===== src/rtl/pt_dec_if.sv =====
// rtl/pt_dec_if.sv - serial line in, decoded word and strobes out
// The encoder side drives din; the decoder side returns code/valid/err.
interface pt_dec_if;
   logic        din;
   logic [23:0] code;
   logic        valid;
   logic        err;

   modport master (output din, input code, input valid, input err);
   modport slave  (input din, output code, output valid, output err);
endinterface


===== src/rtl/pt_dec.sv =====
// rtl/pt_dec.sv - PT2262-style tri-state pulse train decoder
// Measures high/low run lengths, decodes 12-trit frames and accepts a word after two identical frames.
module pt_dec #(
   parameter int SHORT_MIN = 2,
   parameter int SHORT_MAX = 7,
   parameter int LONG_MAX  = 15,
   parameter int SYNC_MIN  = 64
) (
   input  logic     clk,
   input  logic     rst_n,
   pt_dec_if.slave  io_bus
);

   typedef enum logic {HUNT, COLLECT} state_t;

   localparam logic [7:0] L_SMIN    = 8'(SHORT_MIN);
   localparam logic [7:0] L_SMAX    = 8'(SHORT_MAX);
   localparam logic [7:0] L_LMAX    = 8'(LONG_MAX);
   localparam logic [7:0] L_SYNC    = 8'(SYNC_MIN);
   localparam logic [7:0] L_SYNC_M1 = 8'(SYNC_MIN - 1);

   logic [1:0]  r_sync;
   logic [7:0]  r_hi_cnt;
   logic [7:0]  r_lo_cnt;
   logic [7:0]  r_hi_w;
   state_t      r_state;
   logic [23:0] r_frame;
   logic [23:0] r_prev;
   logic [23:0] r_code;
   logic        r_prev_ok;
   logic [4:0]  r_half_cnt;
   logic        r_valid;
   logic        r_err;

   logic w_ds;
   logic w_rise;
   logic w_fall;
   logic w_gap_end;
   logic w_sync;
   logic w_hi_over;
   logic w_pair_ok;
   logic w_half;
   logic w_bad_trit;

   function automatic logic is_short(input logic [7:0] w);
      return (w >= L_SMIN) && (w <= L_SMAX);
   endfunction

   function automatic logic is_long(input logic [7:0] w);
      return (w > L_SMAX) && (w <= L_LMAX);
   endfunction

   assign w_ds      = r_sync[1];
   assign w_rise    = w_ds & (r_lo_cnt != 8'd0);
   assign w_fall    = ~w_ds & (r_hi_cnt != 8'd0);
   // A rising edge that ends a sync gap is not a pulse pair; the gap was handled by w_sync.
   assign w_gap_end = (r_lo_cnt >= L_SYNC);
   assign w_sync    = ~w_ds & (r_lo_cnt == L_SYNC_M1);
   assign w_hi_over = w_ds & (r_hi_cnt == L_LMAX);
   assign w_pair_ok = (is_short(r_hi_w) & is_long(r_lo_cnt)) |
                      (is_long(r_hi_w) & is_short(r_lo_cnt));
   assign w_half    = is_long(r_hi_w);
   assign w_bad_trit = r_half_cnt[0] & r_frame[0] & ~w_half;

   always_ff @(posedge clk or negedge rst_n) begin
      if (!rst_n) begin
         r_sync   <= 2'b00;
         r_hi_cnt <= 8'd0;
         r_lo_cnt <= 8'd0;
         r_hi_w   <= 8'd0;
      end else begin
         r_sync <= {r_sync[0], io_bus.din};
         if (w_ds) begin
            r_hi_cnt <= (r_hi_cnt == 8'hFF) ? r_hi_cnt : r_hi_cnt + 8'd1;
            r_lo_cnt <= 8'd0;
         end else begin
            r_lo_cnt <= (r_lo_cnt == 8'hFF) ? r_lo_cnt : r_lo_cnt + 8'd1;
            r_hi_cnt <= 8'd0;
         end
         if (w_fall) begin
            r_hi_w <= r_hi_cnt;
         end
      end
   end

   always_ff @(posedge clk or negedge rst_n) begin
      if (!rst_n) begin
         r_state    <= HUNT;
         r_frame    <= 24'd0;
         r_prev     <= 24'd0;
         r_code     <= 24'd0;
         r_prev_ok  <= 1'b0;
         r_half_cnt <= 5'd0;
         r_valid    <= 1'b0;
         r_err      <= 1'b0;
      end else begin
         r_valid <= 1'b0;
         r_err   <= 1'b0;
         if (w_sync && !is_short(r_hi_w)) begin
            r_state   <= HUNT;
            r_prev_ok <= 1'b0;
         end else begin
            case (r_state)
               HUNT: begin
                  if (w_sync) begin
                     r_half_cnt <= 5'd0;
                     r_state    <= COLLECT;
                  end
               end
               COLLECT: begin
                  if (w_sync) begin
                     r_half_cnt <= 5'd0;
                     if (r_half_cnt == 5'd24) begin
                        if (r_prev_ok && (r_frame == r_prev)) begin
                           r_code  <= r_frame;
                           r_valid <= 1'b1;
                        end
                        r_prev    <= r_frame;
                        r_prev_ok <= 1'b1;
                     end else begin
                        r_err     <= 1'b1;
                        r_prev_ok <= 1'b0;
                     end
                  end else if (w_hi_over) begin
                     r_err     <= 1'b1;
                     r_prev_ok <= 1'b0;
                     r_state   <= HUNT;
                  end else if (w_rise && !w_gap_end) begin
                     if (!w_pair_ok || (r_half_cnt == 5'd24) || w_bad_trit) begin
                        r_err     <= 1'b1;
                        r_prev_ok <= 1'b0;
                        r_state   <= HUNT;
                     end else begin
                        r_frame    <= {r_frame[22:0], w_half};
                        r_half_cnt <= r_half_cnt + 5'd1;
                     end
                  end
               end
               default: r_state <= HUNT;
            endcase
         end
      end
   end

   assign io_bus.code  = r_code;
   assign io_bus.valid = r_valid;
   assign io_bus.err   = r_err;

endmodule


===== src/flat_wrapper.sv =====
// flat-port wrapper written by rule: the top's interface ports become plain ports
module pt_dec_flat 
#(
   parameter int SHORT_MIN = 2,
   parameter int SHORT_MAX = 7,
   parameter int LONG_MAX  = 15,
   parameter int SYNC_MIN  = 64
)
  (clk, rst_n, io_bus_din, io_bus_code, io_bus_valid, io_bus_err);
  pt_dec_if io_bus_i ();
  input  logic clk;
  input  logic rst_n;
  input wire logic [$bits(io_bus_i.din)-1:0] io_bus_din;
  output wire logic [$bits(io_bus_i.code)-1:0] io_bus_code;
  output wire logic [$bits(io_bus_i.valid)-1:0] io_bus_valid;
  output wire logic [$bits(io_bus_i.err)-1:0] io_bus_err;
  assign io_bus_i.din = io_bus_din;
  assign io_bus_code = io_bus_i.code;
  assign io_bus_valid = io_bus_i.valid;
  assign io_bus_err = io_bus_i.err;
  pt_dec #(.SHORT_MIN(SHORT_MIN), .SHORT_MAX(SHORT_MAX), .LONG_MAX(LONG_MAX), .SYNC_MIN(SYNC_MIN)) u_core (.clk(clk), .rst_n(rst_n), .io_bus(io_bus_i));
endmodule

===== config.mk =====
export PLATFORM = sky130hd
export DESIGN_NAME = pt_dec_flat
export DESIGN_NICKNAME = d
export VERILOG_FILES = /design/src/rtl/pt_dec_if.sv /design/src/rtl/pt_dec.sv /design/src/flat_wrapper.sv
export SDC_FILE = /design/constraint.sdc
export NUM_CORES = 1
export LEC_CHECK = 0
export CAP_MARGIN = 20
export CORE_MARGIN = 8
export CORE_UTILIZATION = 36
export CTS_CLUSTER_DIAMETER = 40
export DETAILED_ROUTE_END_ITERATION = 10
export HOLD_SLACK_MARGIN = 0.12
export PLACE_DENSITY_LB_ADDON = 0.1
export SKIP_LAST_GASP = 1
export SLEW_MARGIN = 20
export SYNTH_ARGS = -nofsm -noshare
export SYNTH_HDL_FRONTEND = slang
export SYNTH_SLANG_ARGS = --single-unit

===== constraint.sdc =====
create_clock -name clk -period 6.45 [get_ports clk]
set_input_delay 1.29 -clock clk [delete_from_list [all_inputs] [get_ports clk]]
set_output_delay 1.29 -clock clk [all_outputs]
set_load 0.005 [all_outputs]

==> PnR_summary.wiki, run 1 <==
{| class="wikitable"
! Metric !! Value
|-
| DRC violation count after routing || 0
|-
| Leading cell types in the layout, fill and taps excluded || sky130_fd_sc_hd__dfrtp_1 (106), sky130_fd_sc_hd__mux2_2 (56), sky130_fd_sc_hd__clkdlybuf4s50_1 (27)
|-
| Crit path cell chain || ha_1 -> nand2_1 -> nor4_1 -> a31oi_1 -> nand3b_1 -> buf_4 -> mux2_2
|-
| Core ar. || 13100 µm²
|-
| Leftover overflow at the end of global routing || 0
|-
| Placed Instance Area || between 5000 and 6000 µm²
|-
| Commonest non-fill, non-tap cell in the layout || sky130_fd_sc_hd__dfrtp_1
|-
| Vert. Die Dim || 131 µm
|-
| Leakage Power || 0.00262 µW
|-
| # Post-CTS Setup Buffers || 0
|-
| Register-to-Register Path Depth || 7
|-
| Post-cts sizing count || 0
|-
| Final Setup Violations || 0
|-
| Met1 Resource Use GR || 15.4%
|-
| # fillers || about 1200
|-
| Buffer type at the clock tree root || sky130_fd_sc_hd__clkbuf_16
|-
| Number of diodes || 0
|-
| Outcome || completed
|-
| Pin count of the biggest net entering global routing || 62
|-
| Top FF cell, synth || sky130_fd_sc_hd__dfrtp_1
|-
| Total number of placement rows || 42
|-
| Yosys Warn Count || 0
|-
| Die extent in x || 131 µm
|-
| Effective utilization at floorplan || 36.4%
|-
| Maximum level of the CTS H-tree || 3
|-
| TritonCTS Buffers || 9
|-
| Area grow syn2layout || 15.6%
|-
| Cell area after synthesis || 4770 µm²
|-
| Highest Clock Rate || 304 MHz
|-
| Final Wtd Congestion || around 0.76
|-
| Clock transition at the register clock pins on the worst setup and hold paths after CTS || ~0.06 ns
|-
| Power density normalized to cell area || ~230 nW/µm²
|-
| Hold path cells || 0
|-
| Startpoint Class || flip-flop
|-
| Via density per instance || 4.90
|-
| Final design area excluding fillers || 5510 µm²
|-
| Antenna violations before repair || 0
|-
| Slowest stage cell on the critical path || sky130_fd_sc_hd__nor4_1
|-
| Setup repair after global routing missed its margin || false
|-
| Largest vdd supply drop || 0.191 mV
|-
| Synthesized Nets || 375
|-
| Ratio of cells with drive above 1 in the final layout || 24.4%
|-
| Layout Skew || roughly 0.0070 ns
|-
| Hold-fix buffers at CTS || 0
|-
| Die area || 17200 µm²
|-
| Min Hold Slack || 0.384 ns
|-
| Data arrival, critical path || 3.52 ns
|-
| Final hold violations || 0
|-
| Number of max-cap violations || 0
|-
| Final critical path time including I/O delays and setup || about 3.3 ns
|-
| Required time at the endpoint of the critical path || 6.68 ns
|-
| Met3 Resource Use GR || under 10%
|-
| Avg Synthesized Cell Area || 13.1 µm²
|-
| Number of global-route vias before repair || 2845
|-
| Worst hold-check path type || reg2reg
|-
| CTS max path bufs || 2
|-
| Clk sinks || 106
|-
| Remaining number of nets flagged by the antenna check after routing || 0
|-
| Fraction of the yosys area taken by sequential cells || between 50% and 60%
|-
| GR met2 Demand/Resource || 17.2%
|-
| Gr usage total || 11.5%
|-
| Post-detailed-route wirelength per cell || 15.6 µm
|-
| I/O Pins || 29
|-
| Count of TritonRoute iterations in the first routing pass || 4
|-
| Setup_tns || 0 ns
|-
| Synth Register Bits || 106
|-
| Final HPWL DP || 5980 µm
|-
| Slew HR || 35.5%
|-
| Vias || 2792
|-
| First-pass GRT wire length || between 15000 and 20000 µm
|-
| Total wire length || 8920 µm
|-
| Fraction of the cycle the final worst path needs || 51.0%
|-
| Transition time at the pin with the least slew margin || 0.959 ns
|-
| First DRT Iteration DRCs || between 100 and 150
|-
| Instance count of the mapped netlist || 365
|-
| Clock latency on the worst-skew pair || 0.35 ns
|-
| Asr flop ratio synth || 100%
|-
| Number of nets in the layout || 401
|-
| TritonCTS clock tree || built
|-
| Yosys cell types || 42
|-
| CP Capture Type || flip-flop
|-
| Critical setup path kind || reg2reg
|-
| Count of flip-flops with a built-in enable after synthesis || 0
|-
| Crit Path Max Fanout || 22
|-
| Most heavily used metal layer in global routing || met2
|-
| Number of max-slew violations in the final report || 0
|-
| Biggest cell delay along the critical path || 0.85 ns
|-
| Count of buffers inserted at the top-level ports || 28
|}
[final timing paths]
check	start	end	slack, ns
worst max-delay path	u_core.r_lo_cnt[1]$_DFFE_PN0P_	u_core.r_frame[15]$_DFFE_PN0P_	3.16
min in group asynchronous	rst_n	u_core.io_bus.code[19]$_DFFE_PN0P_	0.94
max in group asynchronous	rst_n	u_core.r_hi_w[2]$_DFFE_PN0P_	4.31
worst min register to register	u_core.r_sync[0]$_DFF_PN0_	u_core.r_sync[1]$_DFF_PN0_	0.38
worst min-delay path	u_core.r_sync[0]$_DFF_PN0_	u_core.r_sync[1]$_DFF_PN0_	0.38
worst max register to register	u_core.r_lo_cnt[1]$_DFFE_PN0P_	u_core.r_frame[15]$_DFFE_PN0P_	3.16
[power breakdown]
group | leakage [µW] | internal, µW | switching [µW] | total, µW
registers | 0.00147 | 670 | 7.05 | 677
logic | 0.000996 | 11.3 | 28.2 | 39.6
clock network | 0.000151 | 346 | 231 | 577
[registers in the layout, indices dropped and copies added (netlist names)]
name                 count
u_core.io_bus.code      24
u_core.io_bus.err        1
u_core.io_bus.valid      1
u_core.r_frame          24
u_core.r_half_cnt        5
u_core.r_hi_cnt          8
u_core.r_hi_w            7
u_core.r_lo_cnt          8
u_core.r_prev           24
u_core.r_prev_ok         1
u_core.r_state           1
u_core.r_sync            2
[critical path, delay by kind of cell (launching register included)]
family	cells	cell delay (ns)
simple gates	3	1.67
flops	1	0.43
buf+inv	1	0.39
mux	1	0.36
fa+ha+maj	1	0.20
compound gates	1	0.11
[synth_stat cells (all sizes together) (3+ instances only)]
| cell type | instances | area share, % |
|---|---|---|
| or4 | 4 | 0.63 |
| nand4 | 7 | 0.92 |
| nand3 | 18 | 2.2 |
| o21ai | 8 | 0.84 |
| nand2 | 10 | 0.79 |
| mux2i | 3 | 0.63 |
| or2 | 3 | 0.39 |
| a211oi | 3 | 0.47 |
| and3 | 3 | 0.39 |
| nor2 | 17 | 1.3 |
| mux2 | 76 | 20 |
| nor3 | 9 | 1.2 |
| inv | 10 | 0.79 |
| clkbuf | 5 | 0.39 |
| buf | 11 | 1.4 |
| ha | 7 | 1.8 |
| xnor2 | 25 | 4.6 |
| a31oi | 8 | 1.1 |
| xor2 | 4 | 0.74 |
| nor4 | 6 | 0.79 |
| dfrtp | 106 | 56 |
[metal layers]
layer / wire length (µm) / part of all wire [%]
met3: 347 / 3.9
met5: 0 / 0
met1: 4480 / 50
met4: 103 / 1.2
met2: 3990 / 45
[per-stage QoR]
step	utilization [%]	total power (µW)	std cells	setup slack, ns
after floorplan	-	710	365	4.03
after global routing	42.1	1350	570	2.83
after detailed placement	39.7	732	556	3.14
after CTS	42.1	1320	570	3.11
after global placement	39.7	731	556	3.28
final	42.1	1290	570	3.16
[cell families (layout without fill, tap and decap cells)]
family	after synthesis	after routing	synth area share, %
multiplexers	79	79	20.2
flip-flops	106	106	55.7
XOR/XNOR	29	29	5.33
adder cells (fa/ha/maj)	7	7	1.84
AO/OA/AOI/OAI	29	29	3.91
buffers and inverters	26	55	2.57
AND/OR/NAND/NOR	89	89	10.5
[area by class of cell]
type / instances / area [µm²] / area share, %
Sequential cell: 106 / 2650 / 48.1
Inverter: 10 / 37.5 / 0.681
Clock buffer: 11 / 243 / 4.41
Clock inverter: 3 / 65.1 / 1.18
Timing Repair Buffer: 31 / 300 / 5.45
Tap cell: 176 / 220 / 4.00
Multi-Input combinational cell: 233 / 1990 / 36.1
(Power assumes the default switching activity.)
==> run 2, diff against run 1 <==
Clock period 6.45 ns to 3.15 ns, I/O delays scaled along.
==> run 2 against run 1 <==
  * Global-route usage down 0.074 points
  * Non-clock buffer count grew 4
  * Die area stayed put
  * First-iteration DRC count shrank 0.83%
  * Clock power increased by 100%
  * Design area grew 0.75%
  * Sequential cell count stayed put
  * Worst hold slack got worse by 0.16 ns
  * Critical endpoint is now u_core.io_bus.code[8]$_DFFE_PN0P_
  * Largest cell class unchanged
  * Largest power group unchanged
  * Highest routed layer unchanged
==> PnR_summary.wiki, run 2 (synthesized netlist as in run 1, its figures left out) <==
{| class="wikitable"
! Metric !! Value
|-
| Crit path cell chain || ha_1 -> nand2_1 -> or4_1 -> nor3_4 -> nand3_4 -> mux2_4 (was ha_1 -> nand2_1 -> nor4_1 -> a31oi_1 -> nand3b_1 -> buf_4 -> mux2_2)
|-
| Number of global-route vias before repair || 2816 (was 2845)
|-
| Cell total after placement || 560 (was 556)
|-
| Via density per instance || 4.96 (was 4.90)
|-
| Antenna violations before repair || 0 (unchanged)
|-
| First DRT Iteration DRCs || 119 (was 120)
|-
| Number of max-slew violations in the final report || 0 (unchanged)
|-
| Slowest stage cell on the critical path || sky130_fd_sc_hd__or4_1 (was sky130_fd_sc_hd__nor4_1)
|-
| Final design area excluding fillers || 5550 µm² (was 5510 µm²)
|-
| CTS max path bufs || 2 (unchanged)
|-
| Biggest cell delay along the critical path || 0.72 ns (was 0.85 ns)
|-
| Final HPWL DP || 6060 µm (was 5980 µm)
|-
| Vias || 2846 (was 2792)
|-
| Clk sinks || 106 (unchanged)
|-
| # Post-CTS Setup Buffers || 0 (unchanged)
|-
| Effective utilization at floorplan || 36.4% (unchanged)
|-
| Crit Path Max Fanout || 24 (was 22)
|-
| I/O Pins || 29 (unchanged)
|-
| Die area || 17200 µm² (unchanged)
|-
| Setup_tns || 0 ns (unchanged)
|-
| Remaining number of nets flagged by the antenna check after routing || 0 (unchanged)
|-
| Fraction of the cycle the final worst path needs || 88.6% (was 51.0%)
|-
| DRC violation count after routing || 0 (unchanged)
|-
| Largest vdd supply drop || 0.204 mV (was 0.191 mV)
|-
| Transition time at the pin with the least slew margin || 0.674 ns (was 0.959 ns)
|-
| Placed Instance Area || 5240 µm² (was 5200 µm²)
|-
| Core ar. || 13100 µm² (unchanged)
|-
| Total wire length || 8920 µm (about the same)
|-
| Final standard cell count with taps included and fillers excluded || 574 (was 570)
|-
| Count of buffers inserted at the top-level ports || 28 (unchanged)
|-
| Leading cell types in the layout, fill and taps excluded || sky130_fd_sc_hd__dfrtp_1 (106), sky130_fd_sc_hd__mux2_2 (56), sky130_fd_sc_hd__clkdlybuf4s50_1 (27) (unchanged)
|-
| Critical setup path kind || reg2reg (unchanged)
|-
| Buffer type at the clock tree root || sky130_fd_sc_hd__clkbuf_16 (unchanged)
|-
| Clock latency on the worst-skew pair || 0.34 ns (was 0.35 ns)
|-
| TritonCTS Buffers || 9 (unchanged)
|-
| Maximum level of the CTS H-tree || 3 (unchanged)
|-
| Leakage Power || 0.00264 µW (was 0.00262 µW)
|-
| TritonCTS clock tree || built (unchanged)
|-
| Core Util, Final || 42.4% (was 42.1%)
|-
| Post-cts sizing count || 0 (unchanged)
|-
| Post-detailed-route wirelength per cell || 15.5 µm (was 15.6 µm)
|-
| Largest delay share family, worst path || simple AND/OR/NAND/NOR gates (unchanged)
|-
| Number of diodes || 0 (unchanged)
|-
| Data arrival, critical path || 3.02 ns (was 3.52 ns)
|-
| Leftover overflow at the end of global routing || 0 (unchanged)
|-
| Highest Clock Rate || 358 MHz (was 304 MHz)
|-
| Clock transition at the register clock pins on the worst setup and hold paths after CTS || 0.07 ns (was 0.06 ns)
|-
| # fillers || 1207 (was 1210)
|-
| Startpoint Class || flip-flop (unchanged)
|-
| Setup repair after global routing missed its margin || false (unchanged)
|-
| Layout Skew || 0.00623 ns (was 0.00701 ns)
|-
| Number of max-cap violations || 0 (unchanged)
|-
| Total number of placement rows || 42 (unchanged)
|-
| Worst hold-check path type || in2async (was reg2reg)
|-
| Total power of the final layout || 2650 µW (was 1290 µW)
|-
| Outcome || completed (unchanged)
|-
| Pin count of the biggest net entering global routing || 47 (was 62)
|-
| First-pass GRT wire length || 15100 µm (about the same)
|-
| Area grow syn2layout || 16.5% (was 15.6%)
|-
| Commonest non-fill, non-tap cell in the layout || sky130_fd_sc_hd__dfrtp_1 (unchanged)
|-
| Required time at the endpoint of the critical path || 3.37 ns (was 6.68 ns)
|-
| Count of TritonRoute iterations in the first routing pass || 4 (unchanged)
|-
| Ratio of cells with drive above 1 in the final layout || 25.1% (was 24.4%)
|-
| Hold-fix buffers at CTS || 0 (unchanged)
|-
| Gr usage total || 11.5% (about the same)
|-
| Final hold violations || 0 (unchanged)
|-
| Power density normalized to cell area || 477 nW/µm² (was 235 nW/µm²)
|-
| CP Capture Type || flip-flop (unchanged)
|-
| Die extent in x || 131 µm (unchanged)
|-
| Number of buffer and inverter instances along the worst setup path || 0 (was 1)
|-
| Number of nets in the layout || 405 (was 401)
|-
| Final critical path time including I/O delays and setup || 2.79 ns (was 3.29 ns)
|-
| Final Setup Violations || 0 (unchanged)
|-
| Vert. Die Dim || 131 µm (unchanged)
|-
| Final Wtd Congestion || 0.736 (was 0.756)
|-
| Slew HR || 54.9% (was 35.5%)
|}
run 2: layer usage:
metal  track usage, %  wire length (µm)  up-vias
met5                0                 0        -
met4             5.67               170        0
met3             2.27               277        9
met2             16.2              3910       40
met1             16.3              4560     1441
li1                 -                 -     1356
run 2: metrics by stage:
step / worst slack (ns) / hold slack, ns
2_1_floorplan: 0.732 / 0.331
3_3_place_gp: 0.407 / 0.339
3_5_place_dp: 0.348 / 0.338
4_1_cts: 0.339 / 0.217
5_1_grt: 0.177 / 0.240
6_report: 0.358 / 0.225
run 2: worst paths after layout:
path	startpoint	endpoint	slack [ns]	cells after the start
setup / recovery	u_core.r_lo_cnt[1]$_DFFE_PN0P_	u_core.io_bus.code[8]$_DFFE_PN0P_	0.36	6
max in group asynchronous	rst_n	u_core.r_frame[6]$_DFFE_PN0P_	2.16	2
min in group clk	u_core.r_sync[0]$_DFF_PN0_	u_core.r_sync[1]$_DFF_PN0_	0.36	0
hold / removal	rst_n	u_core.r_frame[17]$_DFFE_PN0P_	0.22	1
hold reg to reg	u_core.r_sync[0]$_DFF_PN0_	u_core.r_sync[1]$_DFF_PN0_	0.36	0
setup reg to reg	u_core.r_lo_cnt[1]$_DFFE_PN0P_	u_core.io_bus.code[8]$_DFFE_PN0P_	0.36	6
run 2: power by group:
group,switching (µW),internal (µW),leakage [µW]
clock,479,692,0.000149
combinational,62.5,26.6,0.00102
sequential,12.5,1370,0.00147
total,554,2090,0.00264
run 2: layout make-up:
cell class	instances	area, µm²	share of cell area, %
clock buffers	10	229	4.13
clock inverters	4	77.6	1.40
inverters	10	37.5	0.676
multi-input cells	233	1990	35.9
flip-flops and latches	106	2650	47.8
well taps	176	220	3.97
repair buffers	35	343	6.18
